**src/rtl/nand_chan_pkg.sv**
```systemverilog
// Shared opcodes, die FSM state encoding, address-count targets and the
// per-die write request passed from the channel strobe logic to each die.
package nand_chan_pkg;

  localparam logic [7:0] OP_READ      = 8'h00;
  localparam logic [7:0] OP_READ_CFM  = 8'h30;
  localparam logic [7:0] OP_PROG      = 8'h80;
  localparam logic [7:0] OP_PROG_CFM  = 8'h10;
  localparam logic [7:0] OP_ERASE     = 8'h60;
  localparam logic [7:0] OP_ERASE_CFM = 8'hD0;
  localparam logic [7:0] OP_STATUS    = 8'h70;
  localparam logic [7:0] OP_RESET     = 8'hFF;

  localparam int         ACNT_W       = 3;
  localparam logic [2:0] ACNT_READ    = 3'd5;
  localparam logic [2:0] ACNT_PROG    = 3'd5;
  localparam logic [2:0] ACNT_ERASE   = 3'd3;

  typedef enum logic [1:0] {
    ST_IDLE = 2'd0,
    ST_CMD  = 2'd1,
    ST_ADDR = 2'd2,
    ST_BUSY = 2'd3
  } die_st_e;

  // One latched write cycle as seen by one die (already gated by its CEN).
  typedef struct packed {
    logic       cmd;
    logic       addr;
    logic [7:0] data;
  } wr_req_t;

  // Largest of the four busy times; sizes the shared timer width.
  function automatic int max_of4(input int a, input int b, input int c, input int d);
    int m;
    m = a;
    if (b > m) m = b;
    if (c > m) m = c;
    if (d > m) m = d;
    return m;
  endfunction

endpackage

```
**src/rtl/nand_die_fsm.sv**
```systemverilog
// Single NAND die: command/address sequencer, busy timer, status byte.
// Write-protect blocking of program/erase is compiled in only when
// NAND_CHAN_MODEL_WP_EN is defined.
module nand_die_fsm
  import nand_chan_pkg::*;
#(
  parameter int T_R    = 25,
  parameter int T_PROG = 200,
  parameter int T_BERS = 1000,
  parameter int T_RST  = 5,
  parameter int TMR_W  = 11
) (
  input  logic       clk_i,
  input  logic       rst_i,
  input  wr_req_t    req_i,
  input  logic       wp_lvl_i,
  output logic       rb_o,
  output logic       stat_mode_o,
  output logic [7:0] status_o
);

  die_st_e           state_q, state_d;
  logic [TMR_W-1:0]  tmr_q, tmr_d;
  logic [ACNT_W-1:0] acnt_q, acnt_d;
  logic [7:0]        op_q, op_d;
  logic              stat_q, stat_d;
  logic              fail_q, fail_d;

  logic [7:0]        cfm_exp;
  logic [ACNT_W-1:0] acnt_tgt;
  logic [TMR_W-1:0]  tmr_load;
  logic              cfm_ok;
  logic              wp_block;

  // Per-opcode confirm byte, address target and busy time.
  always_comb begin
    cfm_exp  = OP_READ_CFM;
    acnt_tgt = ACNT_READ;
    tmr_load = TMR_W'(T_R);
    case (op_q)
      OP_PROG: begin
        cfm_exp  = OP_PROG_CFM;
        acnt_tgt = ACNT_PROG;
        tmr_load = TMR_W'(T_PROG);
      end
      OP_ERASE: begin
        cfm_exp  = OP_ERASE_CFM;
        acnt_tgt = ACNT_ERASE;
        tmr_load = TMR_W'(T_BERS);
      end
      default: ;
    endcase
  end

  assign cfm_ok = (state_q == ST_ADDR) && (req_i.data == cfm_exp) && (acnt_q == acnt_tgt);

`ifdef NAND_CHAN_MODEL_WP_EN
  assign wp_block = ~wp_lvl_i && (op_q != OP_READ);
`else
  assign wp_block = 1'b0;
`endif

  // State, timer and flag registers.
  always_ff @(posedge clk_i) begin
    if (rst_i) begin
      state_q <= ST_IDLE;
      tmr_q   <= '0;
      acnt_q  <= '0;
      op_q    <= OP_READ;
      stat_q  <= 1'b0;
      fail_q  <= 1'b0;
    end else begin
      state_q <= state_d;
      tmr_q   <= tmr_d;
      acnt_q  <= acnt_d;
      op_q    <= op_d;
      stat_q  <= stat_d;
      fail_q  <= fail_d;
    end
  end

  // Next state: busy countdown first, then any write in this cycle overrides.
  always_comb begin
    state_d = state_q;
    tmr_d   = tmr_q;
    acnt_d  = acnt_q;
    op_d    = op_q;
    stat_d  = stat_q;
    fail_d  = fail_q;

    if (state_q == ST_BUSY) begin
      if (tmr_q <= TMR_W'(1)) begin
        state_d = ST_IDLE;
        tmr_d   = '0;
      end else begin
        tmr_d = tmr_q - TMR_W'(1);
      end
    end

    if (req_i.cmd) begin
      stat_d = (req_i.data == OP_STATUS);
      case (req_i.data)
        OP_RESET: begin
          state_d = ST_BUSY;
          tmr_d   = TMR_W'(T_RST);
          acnt_d  = '0;
        end
        OP_STATUS: ;
        OP_READ, OP_PROG, OP_ERASE: begin
          if (state_q == ST_IDLE || state_q == ST_CMD) begin
            state_d = ST_CMD;
            op_d    = req_i.data;
            acnt_d  = '0;
          end
        end
        OP_READ_CFM, OP_PROG_CFM, OP_ERASE_CFM: begin
          if (state_q != ST_BUSY) begin
            acnt_d = '0;
            if (cfm_ok && !wp_block) begin
              state_d = ST_BUSY;
              tmr_d   = tmr_load;
              fail_d  = 1'b0;
            end else begin
              state_d = ST_IDLE;
              if (cfm_ok) fail_d = 1'b1;
            end
          end
        end
        default: ;
      endcase
    end else if (req_i.addr) begin
      if (state_q == ST_CMD || state_q == ST_ADDR) begin
        state_d = ST_ADDR;
        if (acnt_q < acnt_tgt) acnt_d = acnt_q + ACNT_W'(1);
      end
    end
  end

  assign rb_o        = (state_q != ST_BUSY);
  assign stat_mode_o = stat_q;
  assign status_o    = {wp_lvl_i, rb_o, rb_o, 4'b0000, fail_q};

endmodule

```
**config.mk**
```make
export PLATFORM = sky130hd
export DESIGN_NAME = nand_die_fsm
export DESIGN_NICKNAME = d
export VERILOG_FILES = /design/src/rtl/nand_chan_pkg.sv /design/src/rtl/nand_die_fsm.sv
export SDC_FILE = /design/constraint.sdc
export NUM_CORES = 1
export LEC_CHECK = 0
export CAP_MARGIN = 0
export CORE_UTILIZATION = 55
export DETAILED_ROUTE_END_ITERATION = 8
export HOLD_SLACK_MARGIN = 0.08
export PLACE_DENSITY = 0.76
export SETUP_SLACK_MARGIN = 0.02
export SLEW_MARGIN = 20
export SYNTH_ARGS = -nofsm -noshare
export SYNTH_HDL_FRONTEND = slang
export SYNTH_SLANG_ARGS = --single-unit
export TNS_END_PERCENT = 30
```
**constraint.sdc**
```tcl
create_clock -name clk_i -period 3.3 [get_ports clk_i]
set_clock_uncertainty 0.2 [all_clocks]
set_input_delay 0.66 -clock clk_i [delete_from_list [all_inputs] [get_ports clk_i]]
set_output_delay 0.66 -clock clk_i [all_outputs]
set_load 0.01 [all_outputs]
```
==> results.yml, run 1 <==
placed_design:
  portBuffers: 15
  dpl.hpwl_um: 2930
  gp_congestion: 0.808
sta:
  tightest_slew_ns: 0.535
  tns_ns: 0
  period_share: 0.874
  rsz0062_at_grt: "false"
  hold_viol: 0
  drv_slew: 0
  setup_viol: 0
  slew_headroom: 0.642
  timing.fmax_mhz: 347
  period_needed_ns: 2.88
cells_and_area:
  utilization: 0.643
  num_antenna_cells: 0
  layout.nets: 238
  area_growth_pct: 11.4
  drive_gt1_frac: 0.121
floorplanning:
  core_um2: 3030
  core.rowCount: 20
  die_h_um: 58.4
  io_pins: 23
  initial_core_util: 0.577
  dieWidth_um: 58.4
  die-area_um2: 3410
grt:
  antenna_found_initial: 0
  grt_max_degree: 16
  grt_pass1_vias: 1428
  grt_pass1_wl_um: 6310
  grt_use_total: 0.243
  overflow: 0
synthesis:
  synth.top_cells.by_count: "dfxtp_1, nor2_1, a21oi_1, nand2_1, ha_1"
  ys_warn_count: 0
  syn_area_um2: 1750
  synth_edf_count: 0
  yosysMostFrequentCell: "dfxtp_1"
  synth_cells: 201
  synth_area_leaders: "dfxtp_1, ha_1, a21oi_1"
  synth_ff_type: "dfxtp_1"
  synth_seq_cells: 25
  synth_top_area_cell: "dfxtp_1"
  async_flop_share: 0
  netlist.area_leader.share: 0.286
  ys_types: 60
  ys_seq_area_frac: 0.286
  syn_avg_cell_area_um2: 8.70
worst_hold_path:
  worstHoldEndpoint: "stat_mode_o$_SDFFE_PP0P_"
  hold_path_depth: 2
  hold_class: "flip-flop to flip-flop"
  hold_start: "stat_mode_o$_SDFFE_PP0P_"
setup_path:
  cp-end-kind: "flip-flop"
  arrival_ns: 2.90
  slowest_stage: "or4_4"
  startpoint_type: "flip-flop"
  max_stage_delay_ns: 0.58
  timing.rr.end: "tmr_q[8]$_SDFF_PP0_"
  cp_max_fo: 5
  r2r_slack_ns: 0.42
  critPathKind: "flip-flop to flip-flop"
  cp.required_ns: 3.32
  path_cells: "or4_4 -> nor3_1 -> inv_1 -> ha_1 -> and4_1 -> and3_1 -> o21ai_2 -> o41ai_2 -> a21oi_1"
  reg2reg_from: "op_q[1]$_SDFFE_PP0P_"
  reg2reg_depth: 9
power:
  max-vdd-ir-drop_uv: 156
  power_density_nw_per_um2: 268
  leakage_nw: 0.816
route:
  antenna_left: 0
  via_per_inst: 5.93
  drtPass1Iterations: 4
  drtIter0Drc: 91
  drc: 0
  avgRoutedWirePerCell_um: 14.2
  wirelength_um: 3680
  vias: 1537
clocking:
  clock_latency_ns: 0.33
  cts_tree: "done"
  ctsResizeCount: 0
  path_clk_slew_ns: 0.14
  cts_sinks: 25
  htree_levels: 1
  post_cts_buffers: 0
  cts_buffer_depth: 2
  hold_buffers: 0
  root_buffer: "clkbuf_4"
  cts-buffers-inserted: 3
job:
  cap_violations: 0
run_status:
  outcome: "complete, no violations"
[per-stage QoR]
| stage | worst slack (ns) | cell area, µm² | instances | total power, mW | hold WS (ns) |
|---|---|---|---|---|---|
| after floorplan | 0.551 | 1760 | 205 | 0.358 | 0.231 |
| after global placement | 0.454 | 1920 | 255 | 0.381 | 0.239 |
| after detailed placement | 0.369 | 1920 | 255 | 0.383 | 0.245 |
| after CTS | 0.417 | 1950 | 259 | 0.527 | 0.271 |
| after global routing | 0.279 | 1950 | 259 | 0.544 | 0.303 |
| final | 0.415 | 1950 | 259 | 0.522 | 0.272 |
[cells in the final DEF (no fill, tap or decap), types with 3 or more instances in the layout]
cell	count
xor2_1	6
or3_1	3
a31oi_1	4
clkbuf_4	3
xnor2_1	3
a21oi_1	14
nor4_1	3
o211ai_1	5
nand3_1	5
nand2_1	14
a21o_1	3
nor3_1	6
conb_1	5
nor2_1	18
ha_1	9
buf_4	4
and2_1	6
inv_1	8
clkdlybuf4s50_1	15
nand4_1	3
mux2i_1	3
dfxtp_1	25
[layout make-up]
type	count	area, µm²
multi-input cells	158	1150
well taps	44	55.1
repair buffers	19	180
flip-flops and latches	25	500
clock buffers	3	22.5
fillers	267	1080
clock inverters	1	7.51
inverters	9	33.8
[flip-flops by register name (all words and copies together) (netlist names)]
name / count
acnt_q: 3
state_q: 2
stat_mode_o: 1
op_q: 8
tmr_q: 11
[where the power goes]
group          switching (mW)  leakage, nW  internal, mW
sequential            0.00313        0.202         0.304
clock                  0.0984       0.0139        0.0464
combinational          0.0402        0.601        0.0298
total                   0.142        0.816         0.381
[layer usage]
metal / GRT usage / wire length (µm) / vias up
met1: 0.340 / 1750 / 720
met3: 0.0198 / 162 / 5
met4: 0.0680 / 38 / 0
li1: - / - / 766
met5: 0 / 0 / -
met2: 0.404 / 1720 / 46
[worst max-delay path, delay by kind of cell, from the launching register on]
family,cells,cell delay [ns]
AOI/OAI and AO/OA,3,0.58
adders and majority gates,1,0.30
buffers and inverters,1,0.09
DFF,1,0.34
and+or+nand+nor,4,1.27
[worst max path at each step]
stage	to	from	cells past startpoint
after floorplan	tmr_q[5]$_SDFF_PP0_	op_q[1]$_SDFFE_PP0P_	9
after global placement	tmr_q[8]$_SDFF_PP0_	req_i[0]	6
after detailed placement	tmr_q[8]$_SDFF_PP0_	req_i[6]	6
after CTS	tmr_q[8]$_SDFF_PP0_	op_q[1]$_SDFFE_PP0P_	9
after global routing	state_q[0]$_SDFF_PP0_	op_q[1]$_SDFFE_PP0P_	9
final	tmr_q[8]$_SDFF_PP0_	op_q[1]$_SDFFE_PP0P_	9
[kinds of logic after synthesis]
group,synth area share
mux,0.0172
fa+ha+maj,0.0644
other cells,0.00215
flops,0.286
xor+xnor,0.0608
simple gates,0.256
compound gates,0.247
buf+inv,0.0659
Power figures use the tool's default switching activity.
==> inputs of run 2 (changes only) <==
--- a/config.mk
+++ b/config.mk
@@ -10,7 +10,7 @@
 export DETAILED_ROUTE_END_ITERATION = 8
 export HOLD_SLACK_MARGIN = 0.08
 export PLACE_DENSITY = 0.76
-export SETUP_SLACK_MARGIN = 0.02
+export SETUP_SLACK_MARGIN = 0.15
 export SLEW_MARGIN = 20
 export SYNTH_ARGS = -nofsm -noshare
 export SYNTH_HDL_FRONTEND = slang
==> results of run 2 <==
The final DEF is identical to that of run 1; final timing and power are the same.
